<file path="config.mk">
export PLATFORM = sky130hd
export DESIGN_NAME = mem_wb_stage_flat
export DESIGN_NICKNAME = d
export VERILOG_FILES = /design/src/rtl/mem_wb_stage_pkg.sv /design/src/rtl/mem_wb_stage_if.sv /design/src/rtl/mem_wb_stage_load_align.sv /design/src/rtl/mem_wb_stage.sv /design/src/flat_wrapper.sv
export SDC_FILE = /design/constraint.sdc
export NUM_CORES = 1
export LEC_CHECK = 0
export ABC_AREA = 0
export BUFFER_PORTS_ARGS = -buffer_cell sky130_fd_sc_hd__buf_2
export CORE_ASPECT_RATIO = 0.75
export CORE_UTILIZATION = 35
export DETAILED_ROUTE_END_ITERATION = 8
export PLACE_DENSITY = 0.67
export SETUP_SLACK_MARGIN = 0.4
export SLEW_MARGIN = 30
export SYNTH_ARGS = -nofsm -noshare
export SYNTH_HDL_FRONTEND = slang
export SYNTH_HIERARCHICAL = 1
export SYNTH_SLANG_ARGS = --single-unit
</file>
<file path="constraint.sdc">
create_clock -name clk -period 2.45 [get_ports clk]
set_input_delay 0.3675 -clock clk [delete_from_list [all_inputs] [get_ports clk]]
set_output_delay 0.3675 -clock clk [all_outputs]
set_load 0.05 [all_outputs]
</file>
<file path="src/rtl/mem_wb_stage_pkg.sv">
// Shared constants and types for the memory/write-back stage.
package mem_wb_stage_pkg;

    localparam int unsigned XLEN   = 32;
    localparam int unsigned REG_AW = 5;

    localparam logic [2:0] LOAD_LB  = 3'b000;
    localparam logic [2:0] LOAD_LH  = 3'b001;
    localparam logic [2:0] LOAD_LW  = 3'b010;
    localparam logic [2:0] LOAD_LBU = 3'b100;
    localparam logic [2:0] LOAD_LHU = 3'b101;

    localparam logic [1:0] WB_SEL_ALU  = 2'b00;
    localparam logic [1:0] WB_SEL_LOAD = 2'b01;
    localparam logic [1:0] WB_SEL_PC4  = 2'b10;
    localparam logic [1:0] WB_SEL_ZERO = 2'b11;

    typedef enum logic {
        StIdle,
        StLoadWait
    } state_e;

    // Unused funct3 encodings behave as LW, so they need word alignment too.
    function automatic logic is_misaligned(logic [2:0] funct3, logic [1:0] off);
        case (funct3)
            LOAD_LB, LOAD_LBU: return 1'b0;
            LOAD_LH, LOAD_LHU: return off[0];
            default:           return off != 2'b00;
        endcase
    endfunction

endpackage

</file>
<file path="src/rtl/mem_wb_stage_if.sv">
// Data-memory read handshake between the write-back stage (master) and memory (slave).
interface mem_wb_stage_if;
    import mem_wb_stage_pkg::*;

    logic            dmem_req;
    logic [XLEN-1:0] dmem_addr;
    logic            dmem_ack;
    logic [XLEN-1:0] dmem_rdata;

    modport master (
        output dmem_req,
        output dmem_addr,
        input  dmem_ack,
        input  dmem_rdata
    );

    modport slave (
        input  dmem_req,
        input  dmem_addr,
        output dmem_ack,
        output dmem_rdata
    );

endinterface

</file>
<file path="src/rtl/mem_wb_stage_load_align.sv">
// Combinational load alignment: selects byte/halfword from the read word and extends it.
module mem_wb_stage_load_align
    import mem_wb_stage_pkg::*;
(
    input  logic [XLEN-1:0] rdata_i,
    input  logic [1:0]      off_i,
    input  logic [2:0]      funct3_i,
    output logic [XLEN-1:0] data_o
);

    logic [7:0]  byte_sel;
    logic [15:0] half_sel;

    always_comb begin
        byte_sel = rdata_i[7:0];
        case (off_i)
            2'd0:    byte_sel = rdata_i[7:0];
            2'd1:    byte_sel = rdata_i[15:8];
            2'd2:    byte_sel = rdata_i[23:16];
            default: byte_sel = rdata_i[31:24];
        endcase
        half_sel = off_i[1] ? rdata_i[31:16] : rdata_i[15:0];
    end

    always_comb begin
        data_o = rdata_i;
        case (funct3_i)
            LOAD_LB:  data_o = {{24{byte_sel[7]}}, byte_sel};
            LOAD_LBU: data_o = {24'b0, byte_sel};
            LOAD_LH:  data_o = {{16{half_sel[15]}}, half_sel};
            LOAD_LHU: data_o = {16'b0, half_sel};
            default:  data_o = rdata_i;
        endcase
    end

endmodule

</file>
<file path="src/rtl/mem_wb_stage.sv">
// Memory/write-back pipeline stage: issues loads over a req/ack handshake and drives the
// register-file write port. Optional misaligned-load trapping under MISALIGN_TRAP_EN.
module mem_wb_stage
    import mem_wb_stage_pkg::*;
(
    input  logic              clk,
    input  logic              rst_n,
    input  logic              valid_in,
    input  logic [XLEN-1:0]   alu_result,
    input  logic [XLEN-1:0]   pc_plus4,
    input  logic [REG_AW-1:0] rd_in,
    input  logic              reg_wr_in,
    input  logic [1:0]        wb_sel,
    input  logic [2:0]        funct3_in,
    output logic              stall_out,
    mem_wb_stage_if.master    dmem,
    output logic              wrEn,
    output logic [REG_AW-1:0] Rdst,
    output logic [XLEN-1:0]   RWrdata,
    output logic              misalign_trap
);

    state_e            state_q;
    logic              req_q;
    logic [XLEN-1:0]   addr_q;
    logic [REG_AW-1:0] ld_rd_q;
    logic [2:0]        ld_f3_q;
    logic [1:0]        ld_off_q;
    logic              wr_en_q;
    logic [REG_AW-1:0] rdst_q;
    logic [XLEN-1:0]   wdata_q;
    logic [XLEN-1:0]   wb_data;
    logic [XLEN-1:0]   load_data;

    always_comb begin
        wb_data = '0;
        case (wb_sel)
            WB_SEL_ALU: wb_data = alu_result;
            WB_SEL_PC4: wb_data = pc_plus4;
            default:    wb_data = '0;
        endcase
    end

    mem_wb_stage_load_align u_load_align (
        .rdata_i  (dmem.dmem_rdata),
        .off_i    (ld_off_q),
        .funct3_i (ld_f3_q),
        .data_o   (load_data)
    );

`ifdef MISALIGN_TRAP_EN
    logic trap_q;
    assign misalign_trap = trap_q;
`else
    assign misalign_trap = 1'b0;
`endif

    always_ff @(posedge clk or negedge rst_n) begin
        if (!rst_n) begin
            state_q  <= StIdle;
            req_q    <= 1'b0;
            addr_q   <= '0;
            ld_rd_q  <= '0;
            ld_f3_q  <= '0;
            ld_off_q <= '0;
            wr_en_q  <= 1'b0;
            rdst_q   <= '0;
            wdata_q  <= '0;
`ifdef MISALIGN_TRAP_EN
            trap_q   <= 1'b0;
`endif
        end else begin
            // wrEn and the trap are one-cycle pulses unless re-asserted below.
            wr_en_q <= 1'b0;
`ifdef MISALIGN_TRAP_EN
            trap_q  <= 1'b0;
`endif
            case (state_q)
                StIdle: begin
                    if (valid_in) begin
                        if (wb_sel != WB_SEL_LOAD) begin
                            wr_en_q <= reg_wr_in & (rd_in != '0);
                            rdst_q  <= rd_in;
                            wdata_q <= wb_data;
                        end
`ifdef MISALIGN_TRAP_EN
                        else if (is_misaligned(funct3_in, alu_result[1:0])) begin
                            trap_q <= 1'b1;
                        end
`endif
                        else begin
                            req_q    <= 1'b1;
                            addr_q   <= {alu_result[XLEN-1:2], 2'b00};
                            ld_rd_q  <= rd_in;
                            ld_f3_q  <= funct3_in;
                            ld_off_q <= alu_result[1:0];
                            state_q  <= StLoadWait;
                        end
                    end
                end
                StLoadWait: begin
                    if (dmem.dmem_ack) begin
                        req_q   <= 1'b0;
                        wr_en_q <= ld_rd_q != '0;
                        rdst_q  <= ld_rd_q;
                        wdata_q <= load_data;
                        state_q <= StIdle;
                    end
                end
                default: state_q <= StIdle;
            endcase
        end
    end

    assign stall_out      = state_q == StLoadWait;
    assign dmem.dmem_req  = req_q;
    assign dmem.dmem_addr = addr_q;
    assign wrEn           = wr_en_q;
    assign Rdst           = rdst_q;
    assign RWrdata        = wdata_q;

endmodule

</file>
<file path="src/flat_wrapper.sv">
// flat-port wrapper written by rule: the top's interface ports become plain ports
module mem_wb_stage_flat import mem_wb_stage_pkg::*;
  (clk, rst_n, valid_in, alu_result, pc_plus4, rd_in, reg_wr_in, wb_sel, funct3_in, stall_out, wrEn, Rdst, RWrdata, misalign_trap, dmem_dmem_req, dmem_dmem_addr, dmem_dmem_ack, dmem_dmem_rdata);
  mem_wb_stage_if dmem_i ();
  input  logic clk;
  input  logic rst_n;
  input  logic valid_in;
  input  logic [XLEN-1:0] alu_result;
  input  logic [XLEN-1:0] pc_plus4;
  input  logic [REG_AW-1:0] rd_in;
  input  logic reg_wr_in;
  input  logic [1:0] wb_sel;
  input  logic [2:0] funct3_in;
  output logic stall_out;
  output logic wrEn;
  output logic [REG_AW-1:0] Rdst;
  output logic [XLEN-1:0] RWrdata;
  output logic misalign_trap;
  output wire logic [$bits(dmem_i.dmem_req)-1:0] dmem_dmem_req;
  output wire logic [$bits(dmem_i.dmem_addr)-1:0] dmem_dmem_addr;
  input wire logic [$bits(dmem_i.dmem_ack)-1:0] dmem_dmem_ack;
  input wire logic [$bits(dmem_i.dmem_rdata)-1:0] dmem_dmem_rdata;
  assign dmem_dmem_req = dmem_i.dmem_req;
  assign dmem_dmem_addr = dmem_i.dmem_addr;
  assign dmem_i.dmem_ack = dmem_dmem_ack;
  assign dmem_i.dmem_rdata = dmem_dmem_rdata;
  mem_wb_stage u_core (.clk(clk), .rst_n(rst_n), .valid_in(valid_in), .alu_result(alu_result), .pc_plus4(pc_plus4), .rd_in(rd_in), .reg_wr_in(reg_wr_in), .wb_sel(wb_sel), .funct3_in(funct3_in), .stall_out(stall_out), .dmem(dmem_i), .wrEn(wrEn), .Rdst(Rdst), .RWrdata(RWrdata), .misalign_trap(misalign_trap));
endmodule
</file>
# --- Word level (Yosys, flattened, before mapping) ---
# Index checks and enable logic that the tools add are counted.
totals:
  mem_count: 0
  output_inout_bits: 73
  inputBits: 111
  romBits: 0
  latchBits: 0
  elab_cells: 55
  mem_bits_rw: 0
  regBits: 80
classes:
  mul: 0
  addsub: 0
  div_mod_pow: 0
  n_lt_le_gt_ge: 0
  n_eq_ne: 11
  bitwise_logic: 3
  muxes: 24
  reduce_logical: 8
  n_shift: 0
op_table:
  columns: ["cell", "n"]
  rows:
  - ["$pmux 32 s2", 2]
  - ["$pmux 32 s4", 1]
  - ["$mux 32", 3]
  - ["$pmux 8 s3", 1]
  - ["$mux 16", 1]
  - ["$mux 5", 3]
  - ["$pmux 5 s2", 1]
  - ["$reduce_bool 5->1", 2]
  - ["$mux 1", 9]
  - ["$reduce_and 3->1", 3]
  - ["$eq 3x3->1 const B", 2]
  - ["$ne 2x2->1 const B", 3]
  - ["$pmux 1 s2", 3]
  - ["$eq 2x2->1 const B", 2]
  - ["$logic_not 2->1", 2]
  - ["$ne 2x1->1 const B", 2]
  - ["$eq 3x1->1 const B", 1]
  - ["$logic_not 3->1", 1]
  - ["$eq 2x1->1 const B", 1]
  - ["$not 1->1", 2]
  - ["$and 1x1->1", 1]

# --- Longest topological paths before layout ---
depth:
  ltp_word: 5
  depth_mapped: 8
  depth_no_buf: 6

# --- By module ---
# The synthesis kept the hierarchy.
by_module_without_submodules:
  columns: ["module", "seq_area_each_um2", "area_per_inst_um2", "instances", "cells_per_inst"]
  rows:
  - ["mem_wb_stage", 2001.9, 3873.7, 1, 297]
  - ["mem_wb_stage_load_align", 0.0, 969.7, 1, 133]

# --- Worst setup path after synthesis ---
# Ideal clock, no wire load.
synth_path:
  kind: "reg2reg"
  start: "register u_core.ld_off_q[0]"
  end: "register u_core.wdata_q[10] (netlist: u_core/RWrdata[10])"
  t_arrival_ns: 1.680
  setup_time_ns: 0.125
  period_less_slack_ns: 1.805
  slack_ns: 0.645
  n_path_buf: 2
  t_required_ns: 2.325
  path_stages_with_launch: 9
  path_cell_list: "dfrtp_1 -> buf_6 -> mux2_4 -> a22oi_4 -> buf_6 -> o221ai_2 -> nand2_1 -> o21ai_0 -> mux2_4"
synth_via:
  elab_chain_cells: 5
  word_cells_on_any_way: 7
  classes_between: "eq/ne (2); mux (4); reduce/logical (1)"
synth_lines:
  columns: ["element", "line_no", "rtl"]
  rows:
  - ["start, declared", "mem_wb_stage.sv:28", "logic [1:0] ld_off_q;"]
  - ["start signal, assigned", "mem_wb_stage.sv:96", "ld_off_q <= alu_result[1:0];"]
  - ["$eq 2x2->1, or another cell as far along", "mem_wb_stage_load_align.sv:16", "case (off_i)"]
  - ["$pmux 8 s3 (*)", "mem_wb_stage_load_align.sv:16", null]
  - ["$pmux 32 s4 (*)", "mem_wb_stage_load_align.sv:27", "case (funct3_i)"]
  - ["net u_core.load_data[10]", "mem_wb_stage.sv:33", "logic [XLEN-1:0] load_data;"]
  - ["$mux 32 (*)", "mem_wb_stage.sv:102", "if (dmem.dmem_ack) begin"]
  - ["$pmux 32 s2 (*)", "mem_wb_stage.sv:78", "case (state_q)"]
  - ["end signal, assigned", "mem_wb_stage.sv:84", "wdata_q <= wb_data;"]
  - ["end signal, assigned", "mem_wb_stage.sv:106", "wdata_q <= load_data;"]
  - ["end, declared", "mem_wb_stage.sv:31", "logic [XLEN-1:0] wdata_q;"]
# The timed path passes the listed nets; every way through them passes the cells marked *. The select of a mux whose other input is x is not followed.
# A chain may end at the register's enable or synchronous reset.

# --- Worst setup path after layout ---
layout_path:
  start: "register u_core.ld_off_q[1]"
  end: "register u_core.wdata_q[27] (netlist: u_core/RWrdata[27])"
layout_via:
  elab_chain_cells: 5
  word_cells_on_any_way: 8
  classes_between: "eq/ne (2); mux (5); reduce/logical (1)"
layout_lines:
  columns: ["element", "line_no"]
  rows:
  - ["$eq 2x2->1, or another cell as far along", "mem_wb_stage_load_align.sv:16"]
  - ["$pmux 8 s3", "mem_wb_stage_load_align.sv:16"]
  - ["$pmux 32 s4 (*)", "mem_wb_stage_load_align.sv:27"]
  - ["net u_core.load_data[27]", "mem_wb_stage.sv:33"]
  - ["$mux 32 (*)", "mem_wb_stage.sv:102"]
  - ["$pmux 32 s2 (*)", "mem_wb_stage.sv:78"]
# Marked as above.

==> metrics.yaml <==
global_routing:
  track_usage_pct: 20.78
  grt_max_degree: 50
  grt_overflow_total: 0
  first_global_vias: 4068
  antenna_found_initial: 0
  grt_pass1_wl_mm: 22.26
sta:
  hold_viol_final: 0
  whs_ns: 0.2501
  min_period_over_period_pct: 79.96
  fmax_mhz: 510.5
  worst_pin_slew_ns: 0.6093
  slew_headroom_pct: 59.38
  fin_setup_tns_ns: 0
  setup_viol: 0
  period_needed_ns: 1.959
  drv_slew: 0
  worst_clock_skew_ns: 0.006043
  rsz0062_at_grt: "yes"
clock_network:
  ctsLongestPathBuffers: 2
  cts_tree: "done"
  clock-sinks: 80
  post_cts_buffers: 0
  clk-insertion-delay-late_ns: 0.34
  clk_pin_slew_worst_paths_ns: 0.06
  cts_htree_levels: 3
  cts-root-buf: "clkbuf_16"
  cts_made_buffers: 9
pwr:
  seqPwrFrac_pct: 30.4
  internal_power_mw: 3.574
  pwr-share-comb_pct: 44.4
  power_density_nw_per_um2: 983.5
  switching_power_mw: 2.583
  total_power_mw: 6.158
  p_leak_nw: 3.078
  clkPwrFrac_pct: 25.2
  netSwitchingFraction_pct: 41.95
  ir_worst_vdd_mv: 0.6637
route:
  vias: 4079
  ant_nets: 0
  via_per_inst: 5.223
  dr.pass1.iters: 5
  drc: 0
  routedWlPerCell_um: 18.76
  wirelength_mm: 14.65
  drt_iter0_drc: 234
finish:
  mostFrequentLayoutCells: "179 x buf_2, 78 x dfrtp_1, 49 x mux2_2"
  final_common_cell: "buf_2"
  final_cell_area_um2: 6261
  final_nets: 716
  drive_gt1_share_pct: 50.49
  final_core_util_pct: 47.28
  syn2layout_area_growth_pct: 29.27
  n_antenna_cell: 0
placement:
  place_area_um2: 5894
  routabilityCongestion: 0.8801
  port_buffers: 180
  dp_hpwl_mm: 10.95
worst_setup_path:
  critPathKind: "reg2reg"
  slowest_delay_ns: 0.59
  end_kind: "register"
  cp.required_ns: 2.68
  cp_max_fo: 20
  crit_arrival_ns: 2.19
  crit_path_top_delay_cell: "dfrtp_4"
  cp-start-kind: "register"
  r2r_slack_ns: 0.49
  cp_cell_sequence: "nor2b_1 -> a22oi_4 -> buf_4 -> o22ai_1 -> nand2_1 -> o21ai_0 -> mux2_4"
synthesis:
  synth_warnings: 6
  synth_compound_area_share_pct: 11.83
  muxShareOfSynthArea_pct: 32.83
  ys_ff_latch: 80
  synth_cell_types: 35
  synth-xor-area-share_pct: 0
  ys_seq_area_share_pct: 41.33
  yosys.area.top_type: "dfrtp_1"
  synth.avg_cell_area_um2: 11.26
  synthAdderAreaFrac_pct: 0
  synth_area_um2: 4843
  synth_top_area_share_pct: 41.33
  synth_top_family_by_area: "multiplexers"
  synth-simple-area-share_pct: 8.060
  syn_inst: 430
  ys_top_cells_by_area: "dfrtp_1 41%, mux2_2 11%, mux2_4 9.9%"
run:
  drv_cap: 0
min_path:
  hold_path_class: "in2reg"
floorplanning:
  top_level_ports: 184
  rows: 36
  dieArea_um2: 14320
  die_h_um: 103.9
  initial_core_util_pct: 36.57
  die_w_um: 137.8
  core-area_um2: 13240
status:
  status: "completed"
final cells by class:
type,instances,area [um^2]
clock buffers,9,225.2
clock inverters,7,120.1
fillers,1263,6982
inverters,11,41.29
multi-input cells,304,2576
flip-flops and latches,80,2007
well taps,171,214.0
repair buffers,199,1077
sequential cells by signal (all words and copies together) (netlist names), 2 cells and up:
signal                 cells
u_core/RWrdata            32
u_core/ld_f3_q             3
u_core/ld_off_q            2
u_core/dmem.dmem_addr     30
u_core/ld_rd_q             5
u_core/Rdst                5
final timing paths:
| kind | start | to | depth (start not counted) |
|---|---|---|---|
| max | u_core/ld_off_q[1]$_DFFE_PN0P_ | u_core/RWrdata[27]$_DFFE_PN0P_ | 7 |
| min | dmem_dmem_ack | u_core/stall_out$_DFF_PN0_ | 2 |
| max reg2reg | u_core/ld_off_q[1]$_DFFE_PN0P_ | u_core/RWrdata[27]$_DFFE_PN0P_ | 7 |
| min reg2reg | u_core/dmem.dmem_req$_DFFE_PN0P_ | u_core/dmem.dmem_req$_DFFE_PN0P_ | 1 |
| max in group asynchronous | rst_n | u_core/ld_off_q[1]$_DFFE_PN0P_ | 3 |
| min in group asynchronous | rst_n | u_core/dmem.dmem_addr[3]$_DFFE_PN0P_ | 2 |
metrics by stage:
| step | std cells | worst slack, ns |
|---|---|---|
| global route | 781 | 0.3705 |
| finish | 781 | 0.4911 |
| global placement | 764 | 0.3174 |
| CTS | 781 | 0.4642 |
| detailed placement | 764 | 0.2744 |
| floorplan | 432 | 0.6450 |
cell families after synthesis:
| logic type | after synthesis |
|---|---|
| and+or+nand+nor | 89 |
| DFF | 80 |
| buffers and inverters | 48 |
| other | 1 |
| AOI/OAI and AO/OA | 87 |
| muxes | 125 |
Yosys cell counts:
master	n
a22oi_4	1
mux4_1	7
nor2b_1	11
buf_4	5
mux2_2	49
buf_2	14
a21oi_1	15
mux2i_1	34
a311oi_1	7
buf_6	9
a21o_1	1
or2_2	2
o221ai_2	4
o2bb2ai_1	1
nor2_1	30
o22ai_1	18
nand2b_4	1
a22o_1	1
a221oi_1	2
or4_1	2
clkbuf_1	7
conb_1	1
o221ai_1	3
buf_1	2
nand2_1	40
o21ai_0	33
nand3_1	1
inv_2	1
mux2_4	32
nand2b_1	2
inv_1	9
dfrtp_1	80
o31a_1	1
mux2_1	3
clkinv_1	1
critical path, delay by kind of cell (launching register included):
family,cells,cell delay (ns)
flip-flops,1,0.59
AO/OA/AOI/OAI,3,0.42
AND/OR/NAND/NOR,2,0.32
multiplexers,1,0.28
buffers and inverters,1,0.22
metal layers:
layer / GRT usage, % / routed length, um
met1: 29.28 / 6697
met2: 32.05 / 6624
met3: 5.068 / 1167
met4: 4.503 / 163
met5: 0 / 0
power by group through the flow:
stage | sequential [mW] | combinational [mW] | clock (mW)
global placement | 1.87 | 2.70 | 0
global route | 1.91 | 2.89 | 1.64
CTS | 1.87 | 2.74 | 1.60
detailed placement | 1.88 | 2.74 | 0
finish | 1.87 | 2.74 | 1.55
floorplan | 2.81 | 1.12 | 0
timing repair:
item | CTS | global route
gates cloned | 0 | 0
setup endpoints to repair | 25 | 18
resized for setup | 1 | 4
hold buffers | 1 | 0
pin swaps | 0 | 0
endpoints found under the hold margin | 31 | 0
Power figures use the tool's default switching activity.
